`config.mk`:
```
export PLATFORM = sky130hd
export DESIGN_NAME = mem_arbiter
export DESIGN_NICKNAME = d
export VERILOG_FILES = /design/src/rtl/mem_arbiter.sv
export SDC_FILE = /design/constraint.sdc
export NUM_CORES = 1
export LEC_CHECK = 0
export BUFFER_PORTS_ARGS = -buffer_cell sky130_fd_sc_hd__buf_2
export CORE_ASPECT_RATIO = 0.75
export CORE_MARGIN = 3
export CORE_UTILIZATION = 45
export CTS_CLUSTER_DIAMETER = 150
export DETAILED_ROUTE_END_ITERATION = 8
export GPL_ROUTABILITY_DRIVEN = 0
export GPL_TIMING_DRIVEN = 0
export PLACE_DENSITY = 0.89
export SLEW_MARGIN = 20
export SYNTH_ARGS = -nofsm -noshare
export SYNTH_HDL_FRONTEND = slang
export SYNTH_SLANG_ARGS = --single-unit
```
`constraint.sdc`:
```
create_clock -name clk -period 2.4 [get_ports clk]
set_clock_uncertainty 0.15 [all_clocks]
set_input_delay 0.12 -clock clk [delete_from_list [all_inputs] [get_ports clk]]
set_output_delay 0.12 -clock clk [all_outputs]
set_load 0.01 [all_outputs]
```
`src/rtl/mem_arbiter.sv`:
```
// mem_arbiter: two-port round-robin arbiter in front of a shared single-port memory
// with a fixed access latency of WAIT_CYCLES cycles. Each access runs IDLE -> ACCESS -> DONE.
module mem_arbiter #(
    parameter int unsigned DW          = 32,
    parameter int unsigned AW          = 32,
    parameter int unsigned WAIT_CYCLES = 2
) (
    input  logic          clk,
    input  logic          reset,
    input  logic          req0,
    input  logic          req1,
    input  logic          we0,
    input  logic          we1,
    input  logic [AW-1:0] addr0,
    input  logic [AW-1:0] addr1,
    input  logic [DW-1:0] wdata0,
    input  logic [DW-1:0] wdata1,
    output logic          ack0,
    output logic          ack1,
    output logic [DW-1:0] rdata,
    output logic [1:0]    grant,
    output logic          busy,
    output logic [AW-1:0] mem_addr,
    output logic          mem_we,
    output logic [DW-1:0] mem_wdata,
    input  logic [DW-1:0] mem_rdata
);

    // Wide enough for the largest legal latency (15).
    localparam int unsigned   CW        = 4;
    localparam logic [CW-1:0] WAIT_LOAD = CW'(WAIT_CYCLES);

    typedef enum logic [1:0] {StIdle, StAccess, StDone} state_e;

    state_e        state_q;
    logic [CW-1:0] cnt_q;
    logic          last_q;  // 1: port 1 was the most recent grant
    logic          we_q;

    logic          pick1;
    logic          pick_we;
    logic [AW-1:0] pick_addr;
    logic [DW-1:0] pick_wdata;

    // Select the winner: a lone requester wins, a tie goes to the port not served last.
    always_comb begin
        pick1 = req1;
        if (req0 && req1) begin
            pick1 = ~last_q;
        end
        pick_we    = pick1 ? we1    : we0;
        pick_addr  = pick1 ? addr1  : addr0;
        pick_wdata = pick1 ? wdata1 : wdata0;
    end

    // Access sequencer; every output is registered here so all are glitch-free.
    always_ff @(posedge clk or negedge reset) begin
        if (!reset) begin
            state_q   <= StIdle;
            cnt_q     <= '0;
            last_q    <= 1'b1;
            we_q      <= 1'b0;
            grant     <= 2'b00;
            busy      <= 1'b0;
            ack0      <= 1'b0;
            ack1      <= 1'b0;
            mem_we    <= 1'b0;
            rdata     <= '0;
            mem_addr  <= '0;
            mem_wdata <= '0;
        end else begin
            ack0   <= 1'b0;
            ack1   <= 1'b0;
            mem_we <= 1'b0;
            unique case (state_q)
                StIdle: begin
                    if (req0 || req1) begin
                        state_q   <= StAccess;
                        cnt_q     <= WAIT_LOAD;
                        last_q    <= pick1;
                        we_q      <= pick_we;
                        grant     <= pick1 ? 2'b10 : 2'b01;
                        busy      <= 1'b1;
                        mem_addr  <= pick_addr;
                        mem_wdata <= pick_wdata;
                        // With a one-cycle latency the first access cycle is also the last.
                        mem_we    <= pick_we && (WAIT_LOAD == CW'(1));
                    end
                end
                StAccess: begin
                    cnt_q <= cnt_q - CW'(1);
                    if (cnt_q == CW'(1)) begin
                        state_q <= StDone;
                        ack0    <= grant[0];
                        ack1    <= grant[1];
                        if (!we_q) begin
                            rdata <= mem_rdata;
                        end
                    end else begin
                        // Raise the strobe so it is high during the final access cycle only.
                        mem_we <= we_q && (cnt_q == CW'(2));
                    end
                end
                StDone: begin
                    state_q <= StIdle;
                    grant   <= 2'b00;
                    busy    <= 1'b0;
                end
                default: begin
                    state_q <= StIdle;
                end
            endcase
        end
    end

endmodule

```
### Word-level counts from Yosys, hierarchy flattened

Cells that the tools add are included.

* $mul: 0
* order comparisons: 0
* div/mod/pow operators: 0
* mux-type cells: 20
* $add $sub $neg: 1
* reductions and logical operators: 11
* eq/ne operators: 6
* bitwise logic cells: 2
* shifts and indexed selects: 0

Operators by type and width (number)
* 32-bit two-way mux: 2
* 1-bit two-way mux: 9
* 2-bit two-way mux: 4
* 2-bit case mux with 2 select lines: 2
* 4-bit case mux with 2 select lines: 1
* 2-bit AND reduction: 4
* 4-bit by 1-bit equality test with 1-bit output (second input constant): 1
* 4-bit by 2-bit equality test with 1-bit output (second input constant): 1
* 4-bit two-way mux: 1
* 2-bit inequality test (second input constant): 2
* 2-bit nonzero test: 2
* 4-bit by 1-bit subtractor with 4-bit output (second input constant): 1
* 3-bit AND reduction: 1
* 2-bit by 1-bit equality test with 1-bit output (second input constant): 1
* 2-bit equality test (second input constant): 1
* 1-bit logical AND: 2
* 2-bit zero test: 1
* 1-bit inverter: 2
* 1-bit case mux with 2 select lines: 1
* 1-bit logical OR: 1

* bits in latches: 0
* output and inout bits: 102
* bits of input ports: 166
* memories kept: 0
* bits in read-only memories: 0
* register bits after elaboration: 110
* memory bits (writable): 0

### Logic depth before layout (Yosys ltp)

* word-level depth: 5
* mapped depth: 6
* gate-level depth less buffers: 5

### Least setup slack after synthesis

OpenSTA, ideal clock, no wires.

* path type: reg2reg
* start point: register state_q[0]
* end point: register mem_addr[31]
* stages on the path, launching flop included: 6
* data required time: 2.125 ns
* clock period less this slack: 1.630 ns
* arrival time: 1.355 ns
* setup slack: 0.770 ns
* library setup time: 0.125 ns
* cells stage by stage: dfrtp_1 buf_4 or2_1 buf_2 nor2_4 mux2_2

* cells in the longest elaborated chain, start to end: 2

Ends and longest elaborated chain
* from (decl): RTL line 35 `state_e state_q;`
* from (signal assigned): RTL line 59 `state_q <= StIdle;`
* from (signal assigned): RTL line 78 `state_q <= StAccess;`
* from (signal assigned): RTL line 93 `state_q <= StDone;`
* 2-bit zero test: RTL line 75 `unique case (state_q)`
* 2-bit AND reduction (no source line)
* to (signal assigned): RTL line 84 `mem_addr <= pick_addr;`
* to (decl): RTL line 23 `output logic [AW-1:0] mem_addr,`

No other way between the ends.
A chain may end at the register's enable or synchronous reset.

### Final worst setup path

* start point: input req0
* end point: register mem_wdata[20]

* cells in the longest elaborated chain, start to end: 3
* elaborated cells between the ends (all ways): 5
* those cells by class: mux: 2; reduce/logical: 3

Ends and longest elaborated chain
* from (decl): RTL line 10 `input logic req0,`
* 1-bit logical AND: RTL line 48 `if (req0 && req1) begin`
* 1-bit two-way mux: RTL line 48
* 32-bit two-way mux: RTL line 53 `pick_wdata = pick1 ? wdata1 : wdata0;`
* to (signal assigned): RTL line 85 `mem_wdata <= pick_wdata;`
* to (decl): RTL line 25 `output logic [DW-1:0] mem_wdata,`

Parallel ways exist; a longest one is shown, timed or not.

==> metrics <==
final hold violation count=0; Yosys cell types=34; input/output buffers=267; Max Slew Vio Count=0; net total in the final layout=1099; worst setup slack after layout=58.2 ps; setup repair after global routing missed its margin=no; placeable core region=10700 um^2; Post-Synth Simple-Gate Area=0.220; post-synthesis area per instance=10.4 um^2; Clk pin slew, worst setup/hold paths=70 ps; clock tree from TritonCTS=yes; proportion of register bits with asynchronous set or reset after synthesis=1.00; Yosys warning count=0; slew at the pin with the worst max-slew slack=566 ps; Reg-to-Reg Start=last_q$_DFFE_PN1P_; maximum vdd drop=511 uV; Worst Setup EP=mem_wdata[20]$_DFFE_PN0P_; number of buffer and inverter stages on the critical path=5; initial core utilization=0.476; via count of the routed design=6200; reg-to-reg endpoint=mem_wdata[20]$_DFFE_PN0P_; number of maximum-capacitance violations=0; width of the die=129 um; final hold slack=4.70 ps; number of flip-flops and latches in the synthesized netlist=110; family with the most delay on the worst path=buffers and inverters; number of standard-cell rows in the floorplan=32; complex-gate fraction of the synthesized area=0.0752; EDFF count, synth=0; data required time at the worst endpoint=2520 ps; Remaining DRCs=0; worst path arrival time=2460 ps; Clock Path Buffers=2; GRT overflow=0; combined global-route utilization of all metal layers=0.344; Detailed Route WL=22000 um; number of top-level pins=268; number of fill cells in the layout=611; met2 capacity usage during global routing=0.579; HPWL after detailed placement=11700 um; Crit path depth=8; number of H-tree branching levels=3; library cell with the largest summed area after synthesis=dfrtp_1; setup slack of the most critical reg-to-reg path=60 ps; area after detailed placement=6610 um^2; post-place setup slack=337 ps; library cell used as clock root buffer=clkbuf_16; stage delay of the slowest cell on the critical path=590 ps; routed length per placed instance=20.5 um; DR pass1 iterations=6; primary flip-flop cell chosen by synthesis mapping=dfrtp_1; die height=98.0 um; arithmetic-cell share of the synthesized area counting full adders, half adders and majority gates=0.00740; signed area change from the synthesized netlist to the final layout=68.7%; relative slew slack=0.623; leakage power=4.31 nW; average via count per standard cell=5.77; number of setup violations in the final report=0; status=finished, final reports clean; Critical-path top delay cell=dlygate4sd3_1; post-detailed-route count of antenna-violating nets=0; global-route layer with the greatest usage=met2; synth top area cells=dfrtp_1 54%, nand3_1 18%, mux2_4 8.9%, o21ai_0 6.5%, clkbuf_1 1.8%; largest family of logic cells by synthesized area=simple AND/OR/NAND/NOR gates; wire length of the first global-routing pass=34000 um; series of cell instances along the critical path=dlygate4sd3_1 > buf_2 > a21boi_4 > clkbuf_4 > buf_2 > nand3_1 > nand3_1 > dlygate4sd3_1; via count of the first global-routing pass=6536; CP endpoint kind=flip-flop; top cell type's share of synthesized area=0.538; total clock sinks=110; fraction of layout cells with a size suffix above 1=0.379; Crit. Startpoint=req0; element type at the critical path start=input port; clock buffer count from CTS=9; source-to-sink clock delay at the later pin of the worst-skew pair=340 ps; min-delay worst type=input port to flip-flop; Peak Freq=427 MHz; minimum clock period after layout=2340 ps; worst r2r path cells=5; post-synthesis sequential area ratio=0.543; largest net degree at the start of global routing=83; period utilization=0.976; most frequent cell after synthesis=nand3_1; parity-gate share of the synthesized area counting xor and xnor cells=0.00345; most used standard cells in the synthesized netlist=186 x nand3_1, 109 x dfrtp_1, 66 x o21ai_0; met1 GRT Util=0.393; cell area power density=1080 nW/um^2; CP max FO=10; GR met3 Demand/Resource=0.0962; Post-Synthesis Cells=490; multiplexer share of the synthesized area=0.107; finished layout cell area=8560 um^2; starting DRC count in detailed routing=472; antenna violations before repair=4; area of the die=12600 um^2; type of the worst setup path=input port to flip-flop; synthesized net count=659; cell area after synthesis=5070 um^2
==> cell families (layout without fill, tap and decap cells) <==
group           count (synthesis)  in the layout
compound gates                 73             73
xor+xnor                        2              2
fa+ha+maj                       3              3
buf+inv                        48            493
flops                         110            110
mux                            38             38
other cells                     0              4
simple gates                  216            216
==> worst min-delay path: cells and delay by family <==
| kind | cells | cell delay (ps) |
|---|---|---|
| mux | 2 | 260 |
| buf+inv | 1 | 80 |
==> flip-flops by register name, indices dropped and copies added (netlist names) <==
signal	flops
mem_addr	32
mem_wdata	32
rdata	32
cnt_q	4
grant	2
state_q	2
ack0	1
ack1	1
busy	1
last_q	1
mem_we	1
we_q	1
==> report_power, final <==
part           total, mW  internal [mW]  switching [mW]
clock network       1.42          0.718           0.705
registers           3.32           2.76           0.562
logic               4.53           2.02            2.51
==> worst min path at each step <==
stage / from / endpoint / slack, ps / cells past startpoint
4_1_cts: addr0[31] / mem_addr[31]$_DFFE_PN0P_ / 0.2 / 3
5_1_grt: wdata0[31] / mem_wdata[31]$_DFFE_PN0P_ / 20 / 3
3_5_place_dp: reset / mem_addr[2]$_DFFE_PN0P_ / -140 / 1
3_3_place_gp: addr0[25] / mem_addr[25]$_DFFE_PN0P_ / 190 / 3
6_report: addr0[31] / mem_addr[31]$_DFFE_PN0P_ / 5 / 3
2_1_floorplan: reset / ack0$_DFF_PN0_ / -330 / 0
==> stage by stage <==
step / util / total power, mW / setup TNS [ps] / std cells
after floorplan: - / 5.58 / 0 / 490
after detailed placement: 0.621 / 7.20 / 0 / 894
after global placement: 0.618 / 7.05 / -18720 / 893
final: 0.803 / 9.27 / 0 / 1075
after CTS: 0.800 / 8.94 / 0 / 1072
after global routing: 0.803 / 9.77 / 0 / 1075
==> layout make-up <==
class,instances,area [um^2],area share
tap,136,170,0.0199
multi-input combinational,332,2110,0.247
sequential,110,2750,0.322
clock buffer,9,225,0.0263
clock inverter,7,57.6,0.00673
inverter,3,11.3,0.00132
antenna,4,10.0,0.00117
timing repair buffer,432,3010,0.351
buffer,42,208,0.0243
==> placed cells by master, fill, tap and decap left out, types with 2 or more instances in the layout <==
cell type      instances
inv_1                  3
clkinv_4               2
clkbuf_1              21
clkbuf_16              9
buf_6                  4
and2_1                 2
dfrtp_1              109
nor3_1                 2
dlygate4sd3_1        162
nand2_1                9
a21oi_1                2
clkinvlp_4             2
o21ai_0               65
ha_1                   3
mux2_2                 8
nor2_1                 6
mux2_4                30
nand3_1              186
buf_2                281
nor2_4                 2
buf_4                  3
diode_2                4
==> layer usage <==
metal | wire length, um | share of wire
met5 | 0 | 0
met2 | 10600 | 0.48
met3 | 2490 | 0.11
met1 | 7530 | 0.34
met4 | 1410 | 0.064
==> timing repair <==
item | 4_1_cts | 5_1_grt
setup endpoints to repair | 0 | 4
buffers inserted | 0 | 2
resized for setup | 0 | 8
hold buffers | 162 | 0
hold endpoints to repair | 206 | 0
(Power assumes the default switching activity.)
